<file path="src/rtl/ps2_keycode.sv">
// PS/2 set-2 receiver with a small make/break decoder that tracks the most recently
// pressed mapped key as a USB HID usage code.
module ps2_keycode #(
  parameter int TIMEOUT_CYC = 10000,
  parameter int SYNC_STAGES = 2
) (
  input  logic       Clk,
  input  logic       Reset_n,
  input  logic       ps2_clk,
  input  logic       ps2_data,
  output logic [7:0] keycode,
  output logic       keycode_strobe,
  output logic [7:0] scan_byte,
  output logic       scan_valid,
  output logic       frame_err
);

  localparam int TW = (TIMEOUT_CYC < 2) ? 1 : $clog2(TIMEOUT_CYC + 1);
  localparam logic [TW-1:0] TLIM = TW'(TIMEOUT_CYC);

  typedef enum logic [1:0] {IDLE, DATA, PARITY, STOP} state_t;

  function automatic logic odd_parity_ok(input logic [7:0] d, input logic p);
    return ^{d, p};
  endfunction

  // Returns {mapped, hid_code}; unmapped codes return 9'h000.
  function automatic logic [8:0] map_key(input logic ext, input logic [7:0] code);
    logic [8:0] r;
    r = 9'h000;
    if (ext) begin
      case (code)
        8'h75:   r = {1'b1, 8'h52};
        8'h72:   r = {1'b1, 8'h51};
        8'h6B:   r = {1'b1, 8'h50};
        8'h74:   r = {1'b1, 8'h4F};
        8'h5A:   r = {1'b1, 8'h28};
        default: r = 9'h000;
      endcase
    end else begin
      case (code)
        8'h5A:   r = {1'b1, 8'h28};
        8'h1D:   r = {1'b1, 8'h1A};
        8'h1C:   r = {1'b1, 8'h04};
        8'h1B:   r = {1'b1, 8'h16};
        8'h23:   r = {1'b1, 8'h07};
        8'h29:   r = {1'b1, 8'h2C};
        8'h76:   r = {1'b1, 8'h29};
        default: r = 9'h000;
      endcase
    end
    return r;
  endfunction

  logic [SYNC_STAGES-1:0] clk_sync;
  logic [SYNC_STAGES-1:0] data_sync;
  logic                   clk_prev;
  logic                   fall;
  logic                   data_bit;

  state_t         state;
  logic [2:0]     bit_cnt;
  logic [7:0]     shift;
  logic           par_ok;
  logic [TW-1:0]  tcnt;

  logic           break_pend;
  logic           ext_pend;
  logic [8:0]     lookup;

  assign fall     = clk_prev & ~clk_sync[SYNC_STAGES-1];
  assign data_bit = data_sync[SYNC_STAGES-1];
  assign lookup   = map_key(ext_pend, scan_byte);

  // Input synchronizers; idle PS/2 lines are high, so reset to 1 to avoid a false edge.
  always_ff @(posedge Clk or negedge Reset_n) begin
    if (!Reset_n) begin
      clk_sync  <= {SYNC_STAGES{1'b1}};
      data_sync <= {SYNC_STAGES{1'b1}};
      clk_prev  <= 1'b1;
    end else begin
      clk_sync  <= {clk_sync[SYNC_STAGES-2:0], ps2_clk};
      data_sync <= {data_sync[SYNC_STAGES-2:0], ps2_data};
      clk_prev  <= clk_sync[SYNC_STAGES-1];
    end
  end

  // Receive FSM with inactivity timeout; an edge always takes priority over expiry.
  always_ff @(posedge Clk or negedge Reset_n) begin
    if (!Reset_n) begin
      state      <= IDLE;
      bit_cnt    <= 3'd0;
      shift      <= 8'h00;
      par_ok     <= 1'b0;
      tcnt       <= '0;
      scan_byte  <= 8'h00;
      scan_valid <= 1'b0;
      frame_err  <= 1'b0;
    end else begin
      scan_valid <= 1'b0;
      frame_err  <= 1'b0;
      if (fall) begin
        tcnt <= '0;
        case (state)
          IDLE: begin
            if (!data_bit) begin
              state   <= DATA;
              bit_cnt <= 3'd0;
            end else begin
              frame_err <= 1'b1;
            end
          end
          DATA: begin
            shift   <= {data_bit, shift[7:1]};
            bit_cnt <= bit_cnt + 3'd1;
            if (bit_cnt == 3'd7) begin
              state <= PARITY;
            end
          end
          PARITY: begin
            par_ok <= odd_parity_ok(shift, data_bit);
            state  <= STOP;
          end
          STOP: begin
            if (data_bit && par_ok) begin
              scan_byte  <= shift;
              scan_valid <= 1'b1;
            end else begin
              frame_err <= 1'b1;
            end
            state <= IDLE;
          end
          default: state <= IDLE;
        endcase
      end else if (state != IDLE) begin
        if (tcnt == TLIM) begin
          state     <= IDLE;
          bit_cnt   <= 3'd0;
          tcnt      <= '0;
          frame_err <= 1'b1;
        end else begin
          tcnt <= tcnt + TW'(1);
        end
      end else begin
        tcnt <= '0;
      end
    end
  end

  // Make/break decoder driven by each good byte.
  always_ff @(posedge Clk or negedge Reset_n) begin
    if (!Reset_n) begin
      break_pend     <= 1'b0;
      ext_pend       <= 1'b0;
      keycode        <= 8'h00;
      keycode_strobe <= 1'b0;
    end else begin
      keycode_strobe <= 1'b0;
      if (scan_valid) begin
        if (scan_byte == 8'hF0) begin
          break_pend <= 1'b1;
        end else if (scan_byte == 8'hE0) begin
          ext_pend <= 1'b1;
        end else begin
          break_pend <= 1'b0;
          ext_pend   <= 1'b0;
          if (lookup[8]) begin
            if (break_pend) begin
              if (keycode == lookup[7:0]) begin
                keycode        <= 8'h00;
                keycode_strobe <= 1'b1;
              end
            end else if (keycode != lookup[7:0]) begin
              keycode        <= lookup[7:0];
              keycode_strobe <= 1'b1;
            end
          end
        end
      end
    end
  end

endmodule

</file>
<file path="config.mk">
export PLATFORM = sky130hd
export DESIGN_NAME = ps2_keycode
export DESIGN_NICKNAME = d
export VERILOG_FILES = /design/src/rtl/ps2_keycode.sv
export SDC_FILE = /design/constraint.sdc
export NUM_CORES = 1
export LEC_CHECK = 0
export ABC_AREA = 1
export ABC_CLOCK_PERIOD_IN_PS = 4120
export CAP_MARGIN = 20
export CORE_MARGIN = 3
export CORE_UTILIZATION = 45
export CTS_CLUSTER_DIAMETER = 30
export DETAILED_ROUTE_END_ITERATION = 12
export HOLD_SLACK_MARGIN = 0.12
export PLACE_DENSITY = 0.65
export SYNTH_ARGS = -nofsm -noshare
export SYNTH_HDL_FRONTEND = slang
export SYNTH_SLANG_ARGS = --single-unit
</file>
<file path="constraint.sdc">
create_clock -name Clk -period 4.12 [get_ports Clk]
set_clock_uncertainty 0.1 [all_clocks]
set_input_delay 0.824 -clock Clk [delete_from_list [all_inputs] [get_ports Clk]]
set_output_delay 0.824 -clock Clk [all_outputs]
set_load 0.01 [all_outputs]
</file>
# Yosys cells after proc, flatten, opt, wreduce, memory -nomap -nowiden
# Cells that the tools add are included.
dict set report op_classes {
  eq_ne 25
  reduce_logical 15
  addsub 2
  n_mux 39
  bitwise 4
}
# cell count
set op_table {}
lappend op_table {{9-bit one-hot mux with 7 select lines} 1}
lappend op_table {{8-bit by 7-bit equality test with 1-bit output, second input constant} 6}
lappend op_table {{9-bit one-hot mux with 5 select lines} 1}
lappend op_table {{14-bit two-way mux} 3}
lappend op_table {{8-bit by 5-bit equality test with 1-bit output, second input constant} 3}
lappend op_table {{8-bit two-way mux} 3}
lappend op_table {{1-bit two-way mux} 18}
lappend op_table {{8-bit by 6-bit equality test with 1-bit output, second input constant} 2}
lappend op_table {{8-bit equality test, second input constant} 2}
lappend op_table {{14-bit by 1-bit adder with 14-bit output, second input constant} 1}
lappend op_table {{14-bit equality test, second input constant} 1}
lappend op_table {{3-bit two-way mux} 4}
lappend op_table {{2-bit two-way mux} 5}
lappend op_table {{9-bit two-way mux} 1}
lappend op_table {{9-bit XOR reduction} 1}
lappend op_table {{8-bit equality test} 1}
lappend op_table {{8-bit inequality test} 1}
lappend op_table {{2-bit one-hot mux with 4 select lines} 1}
lappend op_table {{2-bit AND reduction} 4}
lappend op_table {{4-bit AND reduction} 2}
lappend op_table {{2-bit nonzero test} 4}
lappend op_table {{3-bit inequality test, second input constant} 2}
lappend op_table {{3-bit one-hot mux with 2 select lines} 1}
lappend op_table {{6-bit AND reduction} 1}
lappend op_table {{13 further kinds} 16}
dict set report word_totals {
  in_bits 4
  out_inout_bits 19
  wordCells 100
  regBits 54
}

# Depth between registers and ports, before layout
# Gate-level depths: netlist of run 1.
dict set report depth {
  word_depth 10
  ltp_mapped 16
  mapped_depth_nobuf 16
}

# Worst setup path before layout of run 1
# OpenSTA, ideal clock, no wires.
dict set report synth_path {
  path_type {register -> register}
  startpoint {register scan_byte[7]}
  endpoint {register keycode[2]}
  path_buffers 0
  path_stages_with_launch 17
  required_time_ps 3902
  synth_period_minus_slack_ps 1910
  t_arrival_ps 1692
  setup_ps 118
  slack_ps 2210
  cell_sequence {dfrtp_1 > inv_1 > nand2_2 > nor2_2 > nand2_1 > nand2_2 > nand2_1 > nand2_1 > nand2_1 > nand2_1 > nand2_1 > nor2_4 > nand3_4 > nand2_2 > nand3_4 > nand2_1 > nand2_1}
}
dict set report synth_between {
  elab_chain_cells 6
  elab_cells_between_ends 25
  classes_between {eq/ne (16); mux (5); bitwise (2); reduce/logical (2)}
}
# item line
set synth_lines {}
lappend synth_lines {{start, declared} 13} ;# output logic [7:0] scan_byte,
lappend synth_lines {{start signal, assigned} 126} ;# scan_byte <= shift;
lappend synth_lines {{8-bit by 7-bit equality test with 1-bit output (tied with other cells)} 41} ;# case (code)
lappend synth_lines {{9-bit one-hot mux with 7 select lines or 9-bit one-hot mux with 5 select lines (tied branches)} {41, 32}}
lappend synth_lines {{9-bit two-way mux} 31} ;# if (ext) begin
lappend synth_lines {{8-bit equality test or 8-bit inequality test (tied branches)} {169, 173}}
lappend synth_lines {{2-bit by 1-bit inequality test with 1-bit output (no source line) or 2-bit nonzero test (tied branches)} -}
lappend synth_lines {{6-bit AND reduction (no source line)} -}
lappend synth_lines {{end signal, assigned} 174} ;# keycode <= lookup[7:0];
lappend synth_lines {{end, declared} 11} ;# output logic [7:0] keycode,
# Several ways; a longest one is shown, not always the timed one. The select of a mux whose other input is x is not followed.
# A chain may end at the register's enable or synchronous reset.

# Worst setup path in the final report of run 1
dict set report layout_path {
  startpoint {register clk_prev}
  endpoint {register state[1]}
}
dict set report layout_between {
  elab_chain_cells 3
  elab_cells_between_ends 7
  classes_between {eq/ne (2); mux (1); bitwise (1); reduce/logical (3)}
}
# item line
set layout_lines {}
lappend layout_lines {{start, declared} 57} ;# logic clk_prev;
lappend layout_lines {{start signal, assigned} 84} ;# clk_prev <= clk_sync[SYNC_STAGES-1];
lappend layout_lines {{1-bit AND *} 71} ;# assign fall = clk_prev & ~clk_sync[SYNC_STAGES-1];
lappend layout_lines {{3-bit inequality test (no source line) or 2-bit nonzero test (tied branches)} -}
lappend layout_lines {{4-bit AND reduction (no source line)} -}
lappend layout_lines {{end signal, assigned} 91} ;# state <= IDLE;
lappend layout_lines {{end signal, assigned} 107} ;# state <= DATA;
lappend layout_lines {{end signal, assigned} 117} ;# state <= PARITY;
lappend layout_lines {{end, declared} 61} ;# state_t state;
# Every way passes the cells marked *; elsewhere a longest branch is shown, timed or not.

==> results of run 1 <==
==> per-stage QoR <==
stage	utilization	area, um2	hold WS [ps]	cells
after detailed placement	0.513	3280	250	484
final	0.527	3370	261	492
after CTS	0.527	3370	258	492
after global routing	0.527	3370	267	492
after global placement	0.513	3280	246	484
after floorplan	-	2990	245	389
==> flip-flops by register name, summed over array words and instances (netlist names) <==
register,count
scan_valid,1
break_pend,1
state,2
tcnt,14
bit_cnt,3
keycode_strobe,1
keycode,7
clk_prev,1
scan_byte,8
clk_sync,2
shift,8
frame_err,1
data_sync,2
par_ok,1
ext_pend,1
==> path summary, 6_finish.rpt <==
check | from | end | depth (start not counted)
max | clk_prev | state[1] | 7
max reg2reg | clk_prev | state[1] | 7
min | clk_sync[0] | clk_sync[1] | 0
min in group asynchronous | Reset_n | scan_byte[2] | 1
max in group asynchronous | Reset_n | data_sync[1] | 2
min reg2reg | clk_sync[0] | clk_sync[1] | 0
==> Yosys cell counts, types with 5 or more instances <==
master | instances | area share
a21oi_1 | 11 | 0.018
dfrtp_1 | 48 | 0.40
dfstp_2 | 5 | 0.044
ha_1 | 8 | 0.033
inv_1 | 44 | 0.055
inv_2 | 8 | 0.010
nand2_1 | 109 | 0.14
nand2_2 | 11 | 0.023
nand3_1 | 23 | 0.039
nand4_1 | 13 | 0.027
nor2_1 | 33 | 0.041
nor2_2 | 10 | 0.021
o21ai_0 | 29 | 0.049
xnor2_1 | 5 | 0.015
==> cell families (layout without fill, tap and decap cells) <==
group	Yosys count	count (layout)	share of synthesized area
AO/OA/AOI/OAI	48	48	0.0871
XOR/XNOR	8	8	0.0234
adder cells (fa/ha/maj)	8	8	0.0335
buffers and inverters	58	84	0.0745
flip-flops	53	53	0.446
other	1	1	0.00125
AND/OR/NAND/NOR	213	213	0.334
==> cell type report <==
class	count	area, um2
clock inverter	2	15.0
inverter	54	203
tap	77	96.3
multi-input combinational	278	1430
timing repair buffer	22	213
fill	624	3020
clock buffer	6	72.6
sequential	53	1330
==> critical path, cell delays in order (launching register included) <==
cell and delay [ps]:
dfstp_2 530, inv_1 30, nor2_1 320, inv_1 130
nor2_1 510, clkinv_1 410, o21ai_0 410, o21ai_0 140
==> power breakdown <==
| part | total, uW | internal, uW | switching [uW] |
|---|---|---|---|
| registers | 590 | 557 | 33.4 |
| clock network | 293 | 120 | 173 |
| logic | 179 | 69.5 | 110 |
==> routing by layer <==
layer  vias up  wire length [um]  GRT usage
met5         -                 0          0
met4         0               126     0.0628
met3        12               231     0.0331
met2        51              2930      0.297
met1      1170              2730      0.226
li1       1294                 -          -
==> placed cells by master (no fill, tap or decap), drive strengths merged <==
| master | count |
|---|---|
| a31oi | 2 |
| nand4 | 13 |
| ha | 8 |
| o21ai | 30 |
| o21a | 2 |
| dfrtp | 48 |
| a21oi | 11 |
| inv | 52 |
| nand2 | 120 |
| clkdlybuf4s50 | 20 |
| conb | 1 |
| o221a | 1 |
| nor3 | 5 |
| nand3 | 26 |
| xnor2 | 5 |
| nor4 | 1 |
| clkbuf | 6 |
| nor2 | 45 |
| nand3b | 3 |
| clkinvlp | 2 |
| o31ai | 1 |
| clkinv | 2 |
| a221oi | 1 |
| xor2 | 3 |
| buf | 2 |
| dfstp | 5 |
==> results.cfg, run 1 <==
[grt]
antenna_violations_before_repair = 0
grt_start_max_net_pins = 39
globalRouteTotalUtil = 0.176
grt_pass1_wl_um = 10900
grt_remaining_overflow = 0
vias_in_the_first_global_route = 2535

[cts]
clock_insertion_delay_worst_skew_ps = 300
buffer_cell_driving_the_clock_tree_root = clkbuf_8
clkSinkCount = 53
cts_hold_buffers = 0
post_cts_resized = 0
path_clk_slew_ps = 90
clock_path_buffers = 2
h-tree-depth = 2
cts_bufs_inserted = 5
count_of_buffers_added_by_post_cts_timing_repair_for_setup = 0
cts_tree = built

[timing]
fin_crit_sh = 0.658
worst-slew-pin-transition_ps = 863
max_freq_mhz = 369
timing.final.setup_violations = 0
maxSlewHeadroom = 0.425
slew_violations = 0
final_setup_margin_ps = 1410
final_period_minus_worst_setup_slack_ps = 2710
final-hold-violation-count = 0
grt_setup_unrepaired = no
final.setup.tns_ps = 0

[place]
numPortBuffers = 21
globalplace.congestion = 0.851
pre_cts_ws_ps = 1440
place.detailed.hpwl_um = 4530

[drt]
route.detailed.wl_per_inst_um = 12.2
routed_via_density = 5.14
ant_nets = 0
wirelength_um = 6020
drt_drc_violations_left = 0
firstDrtPassIters = 4
drt_first_iter_violations = 88
dr_total_vias = 2527

[yosys]
synth_warnings = 0
syn_area_per_cell_um2 = 7.68
async_flop_share = 1.00
synth_seq_cells = 53
postSynthCellCount = 389
post_synth_num_cell_types = 33
synth-seq-area-share = 0.446
postSynthNetCount = 401
synth-edff-count = 0
post_synth_instance_area_um2 = 2990
synth_flop_cell = dfrtp_1

[floorplan]
die_h_um = 87.5
fp-row-count = 29
design.portCount = 23
fp.dieW_um = 87.5
coreArea_um2 = 6390
die_area_um2 = 7660
floorplan.initialDensity = 0.468

[min_path]
hold_class = register to register

[setup_path]
cp_data_required_time_ps = 4200
critical_path.max_fanout = 11
setup.worst_path.start_class = register
sort_of_element_at_the_end_of_the_critical_path = register
regToRegSetupSlack_ps = 1410
critical_path_class = register to register
cp_data_arrival_time_ps = 2790

[pwr]
leakage_uw = 0.00162
vdd_drop_max_mv = 0.160
power_density_nw_per_um2 = 316
power.total_uw = 1060

[cells_and_area]
diodes = 0
final_net_count = 426
synthToLayoutAreaGrowth_pct = 12.6
drive_gt1_frac = 0.123

[run_status]
outcome = finished clean

[job]
drv_cap = 0
(Power assumes the default switching activity.)
==> run 2, diff against run 1 <==
--- a/config.mk
+++ b/config.mk
@@ -6,7 +6,7 @@
 export NUM_CORES = 1
 export LEC_CHECK = 0
 export ABC_AREA = 1
-export ABC_CLOCK_PERIOD_IN_PS = 4120
+export ABC_CLOCK_PERIOD_IN_PS = 2600
 export CAP_MARGIN = 20
 export CORE_MARGIN = 3
 export CORE_UTILIZATION = 45
==> constraint.sdc (replaced) <==
create_clock -name Clk -period 2.6 [get_ports Clk]
set_clock_uncertainty 0.1 [all_clocks]
set_input_delay 0.52 -clock Clk [delete_from_list [all_inputs] [get_ports Clk]]
set_output_delay 0.52 -clock Clk [all_outputs]
set_load 0.01 [all_outputs]
==> run 2 against run 1 <==
Routed wire length down 2.4%. Sequential cell count unchanged. Power increased by 67%. Utilization is 0.84 points higher. Non-clock buffer count rose by 4. Clock power increased by 87%. Sequential power grew 58%. Combinational power up 61%. Critical path depth increased by 9. Sequential share of layout area is 0.62 points lower. Hold slack got worse by 41 ps. Critical endpoint is now keycode[6].
==> results.cfg, run 2 (synthesis results as in run 1) <==
[run_status]
outcome = finished clean

[drt]
wirelength_um = 5880
routed_via_density = 4.91
dr_total_vias = 2435
ant_nets = 0
drt_first_iter_violations = 79
firstDrtPassIters = 4
drt_drc_violations_left = 0
route.detailed.wl_per_inst_um = 11.8

[setup_path]
worstReg2RegEnd = keycode[6]
crit_slowest_cell = dfrtp_1
cp_data_arrival_time_ps = 2240
critical_path_class = register to register
setup.worst_path.start_class = register
timing.critical_path.mode_cell = nand2_1
worst-r2r-cell-count = 16
worstReg2RegStart = scan_byte[7]
cp_data_required_time_ps = 2700
max_stage_delay_ps = 420
regToRegSetupSlack_ps = 460
critical_path.max_fanout = 8
path_cells = inv_1 -> nand2_2 -> nor2_2 -> nand2_1 -> nand2_2 -> nand2_1 -> nand2_1 -> nand2_1 -> nand2_1 -> nand2_1 -> nor2_4 -> nand3_4 -> nand2_2 -> nand3_4 -> nand2_1 -> nand2_1
critical_path_s_top_delay_family = simple AND/OR/NAND/NOR gates
sort_of_element_at_the_end_of_the_critical_path = register
worstSetupPathDepth = 16
cp.buffers_inverters = 1

[cells_and_area]
final_net_count = 430
drive_gt1_frac = 0.131
synthToLayoutAreaGrowth_pct = 14.4
layout.filler_cells = 588
ff_latch_area_um2 = 1330
layout.cells.most_common = nand2_1
layout_top_registers = tcnt: 14 flops, scan_byte: 8 flops, shift: 8 flops
largest_reg_flops = 14
diodes = 0
registers.top_by_ff_count = tcnt
layout_common_cells = nand2_1, dfrtp_1, inv_1
multiInputGateArea_um2 = 1430

[cts]
clock_insertion_delay_worst_skew_ps = 300
count_of_buffers_added_by_post_cts_timing_repair_for_setup = 0
post_cts_resized = 0
cts_hold_buffers = 0
buffer_cell_driving_the_clock_tree_root = clkbuf_8
cts_tree = built
path_clk_slew_ps = 90
clock_path_buffers = 2
h-tree-depth = 2
clkSinkCount = 53
cts_bufs_inserted = 5

[timing]
fin_crit_sh = 0.823
maxSlewHeadroom = 0.559
final-hold-violation-count = 0
max_freq_mhz = 467
final.setup.tns_ps = 0
final_setup_margin_ps = 461
timing.final.setup_violations = 0
final_period_minus_worst_setup_slack_ps = 2140
slew_violations = 0
grt_setup_unrepaired = no
worst-slew-pin-transition_ps = 661

[floorplan]
coreArea_um2 = 6390
fp.dieW_um = 87.5
die_area_um2 = 7660
design.portCount = 23
floorplan.initialDensity = 0.468
die_h_um = 87.5
fp-row-count = 29

[grt]
grt_pass1_wl_um = 10700
grt_remaining_overflow = 0
antenna_violations_before_repair = 0
vias_in_the_first_global_route = 2463
grt_start_max_net_pins = 54
globalRouteTotalUtil = 0.175

[place]
globalplace.congestion = 0.888
pre_cts_ws_ps = 470
numPortBuffers = 21
place.detailed.hpwl_um = 4490

[pwr]
leakage_uw = 0.00166
power.total_uw = 1770
vdd_drop_max_mv = 0.271
power_density_nw_per_um2 = 518

[job]
drv_cap = 0

[min_path]
hold_class = primary input to asynchronous set/reset pin
run 2: changes by cell type in the layout (fill, tap and decap cells not counted):
| cell | previous run | this run |
|---|---|---|
| clkinvlp_4 | 2 | 0 |
| clkinv_4 | 0 | 1 |
| bufinv_16 | 0 | 1 |
| buf_4 | 1 | 5 |
run 2: area by class of cell:
class                           instances  area share
Clock buffer                            6      0.0212
Tap cell                               77      0.0282
Timing Repair Buffer                   26      0.0710
Sequential cell                        53       0.390
Clock inverter                          2      0.0113
Multi-Input combinational cell        278       0.419
Inverter                               54      0.0593
run 2: power breakdown:
| group | internal [uW] | switching [uW] | leakage, uW | total, uW |
|---|---|---|---|---|
| combinational | 119 | 169 | 0.000887 | 288 |
| clock | 289 | 259 | 0.0000554 | 548 |
| sequential | 882 | 51.0 | 0.000717 | 933 |
| total | 1290 | 479 | 0.00166 | 1770 |
run 2: routing by layer:
layer | global-route usage | wire length, um | vias to the layer above
met5 | 0 | 0 | -
met4 | 0.0656 | 62 | 0
met3 | 0.0331 | 143 | 4
met2 | 0.290 | 2800 | 30
met1 | 0.228 | 2880 | 1106
li1 | - | - | 1295
run 2: worst max path at each step:
stage / end / slack, ps / startpoint
after floorplan: keycode[2] / 690 / scan_byte[7]
after global placement: keycode[2] / 470 / scan_byte[7]
after detailed placement: keycode[0] / 470 / scan_byte[7]
after CTS: keycode[6] / 450 / scan_byte[7]
after global routing: keycode[0] / 200 / scan_byte[7]
final: keycode[6] / 460 / scan_byte[7]
run 2: through the flow:
stage	area (um2)	cells	utilization	hold WS, ps
after floorplan	2990	389	-	124
after global placement	3310	488	0.518	246
after detailed placement	3310	488	0.518	247
after CTS	3420	496	0.535	250
after global routing	3420	496	0.535	264
final	3420	496	0.535	220
==> run 3, diff against run 2 <==
--- a/config.mk
+++ b/config.mk
@@ -6,7 +6,7 @@
 export NUM_CORES = 1
 export LEC_CHECK = 0
 export ABC_AREA = 1
-export ABC_CLOCK_PERIOD_IN_PS = 2600
+export ABC_CLOCK_PERIOD_IN_PS = 2130
 export CAP_MARGIN = 20
 export CORE_MARGIN = 3
 export CORE_UTILIZATION = 45
==> constraint.sdc (replaced) <==
create_clock -name Clk -period 2.13 [get_ports Clk]
set_clock_uncertainty 0.1 [all_clocks]
set_input_delay 0.426 -clock Clk [delete_from_list [all_inputs] [get_ports Clk]]
set_output_delay 0.426 -clock Clk [all_outputs]
set_load 0.01 [all_outputs]
==> run 3 against run 2 <==
Worst setup slack worse by 450 ps. Sequential cell count unchanged. Sequential power up 22%. Cell count up 4.0%.
==> results.cfg, run 3 (synthesis results as in run 1) <==
[run_status]
outcome = finished clean

[pwr]
power.total_uw = 2180
vdd_drop_max_mv = 0.346
leakage_uw = 0.00181
power_density_nw_per_um2 = 586

[drt]
drt_first_iter_violations = 88
drt_drc_violations_left = 0
wirelength_um = 6490
firstDrtPassIters = 4
dr_total_vias = 2632
route.detailed.wl_per_inst_um = 12.6
routed_via_density = 5.10
ant_nets = 0

[timing]
final_period_minus_worst_setup_slack_ps = 2120
max_freq_mhz = 472
grt_setup_unrepaired = yes
final-hold-violation-count = 0
timing.final.setup_violations = 0
slew_violations = 0
fin_crit_sh = 0.995

[floorplan]
design.portCount = 23
fp.dieW_um = 87.5
coreArea_um2 = 6390
die_area_um2 = 7660
fp-row-count = 29
die_h_um = 87.5
floorplan.initialDensity = 0.468

[cts]
clock_path_buffers = 2
buffer_cell_driving_the_clock_tree_root = clkbuf_8
cts_tree = built
path_clk_slew_ps = 90
clock_insertion_delay_worst_skew_ps = 300
cts_bufs_inserted = 5
h-tree-depth = 2
clkSinkCount = 53

[setup_path]
critical_path.max_fanout = 8
cp_data_arrival_time_ps = 2220
setup.worst_path.start_class = register
worstReg2RegStart = scan_byte[0]
startpoint_of_the_most_critical_setup_path = scan_byte[0]
cp_data_required_time_ps = 2230
critical_path_class = register to register
sort_of_element_at_the_end_of_the_critical_path = register

[job]
drv_cap = 0

[place]
place.detailed.hpwl_um = 4670
numPortBuffers = 21
globalplace.congestion = 0.930
place.detailed.instances = 492

[cells_and_area]
layout_common_cells = nand2_1, dfrtp_1, inv_1
registers.top_by_ff_count = tcnt
largest_reg_flops = 14
ff_latch_area_um2 = 1340
multiInputGateArea_um2 = 1560
layout_top_registers = tcnt: 14 flops, scan_byte: 8 flops, shift: 8 flops
final_net_count = 450
drive_gt1_frac = 0.255
synthToLayoutAreaGrowth_pct = 24.4
layout.filler_cells = 558
diodes = 0
final_non_filler_cells = 516
layout.cells.most_common = nand2_1

[min_path]
hold_class = register to register
timing.hold.worst.start = data_sync[0]

[grt]
vias_in_the_first_global_route = 2519
globalRouteTotalUtil = 0.180
grt_pass1_wl_um = 11000
antenna_violations_before_repair = 0
grt_start_max_net_pins = 39
grt_remaining_overflow = 0
[run 3: changes by cell type in the layout (fill, tap and decap cells not counted), moves of 7 or more]
cell / delta
dfrtp_1: -7
nand2_1: -20
dfrtp_2: +7
buf_4: +18
nor2_4: +8
nand2_2: +18
[run 3: where the power goes]
part           switching, uW  internal [uW]  leakage, uW
clock                    311            349    0.0000552
combinational            215            165      0.00105
sequential              60.3           1080     0.000705
total                    586           1590      0.00181
[run 3: through the flow]
step | setup TNS (ps) | util | cell area [um2] | hold slack [ps] | worst slack, ps
global placement | -14.5 | 0.525 | 3350 | 246 | -5.01
finish | 0 | 0.582 | 3720 | 259 | 11.5
CTS | 0 | 0.545 | 3480 | 261 | 9.75
global route | -1350 | 0.582 | 3720 | 269 | -193
floorplan | 0 | - | 2990 | 30.4 | 220
detailed placement | -53.6 | 0.525 | 3350 | 247 | -12.3
[run 3: timing repair]
| action | CTS | global route |
|---|---|---|
| endpoints found under the setup margin | 7 | 8 |
| endpoints found under the hold margin | 15 | 0 |
| resized for setup | 1 | 47 |
| pin swaps | 0 | 22 |
| hold buffers | 1 | 0 |
| setup buffers | 1 | 14 |
[run 3: path summary, 6_finish.rpt]
check / to / slack, ps / depth (start not counted)
max: keycode[4] / 10 / 16
min: data_sync[1] / 260 / 0
max reg2reg: keycode[4] / 10 / 16
min reg2reg: data_sync[1] / 260 / 0
max in group asynchronous: data_sync[0] / 860 / 3
min in group asynchronous: scan_byte[3] / 470 / 2
[run 3: per-layer routing]
metal | wire length [um] | vias to the layer above | track usage
met4 | 119 | 0 | 0.0600
met1 | 3080 | 1238 | 0.238
met2 | 3140 | 35 | 0.297
met5 | 0 | - | 0
li1 | - | 1345 | -
met3 | 158 | 14 | 0.0322
[run 3: layout make-up]
cell class / count / area share
Clock buffer: 6 / 0.0195
Clock inverter: 2 / 0.00942
Inverter: 54 / 0.0545
Multi-Input combinational cell: 278 / 0.420
Sequential cell: 53 / 0.361
Tap cell: 77 / 0.0259
Timing Repair Buffer: 46 / 0.110
[run 3: critical path, stage by stage, from the launching register on]
cell and delay (ps):
dfrtp_2 480, inv_2 80, nand2_2 60, nor2_4 170, nand2_2 90, nand2_2 80
nand2_2 70, nand2_2 80, nand2_1 50, nand2_1 80, nand2_2 70, nor2_4 140
nand3_4 120, nand2_4 90, nand3_4 120, nand2_1 100, nand2_1 50
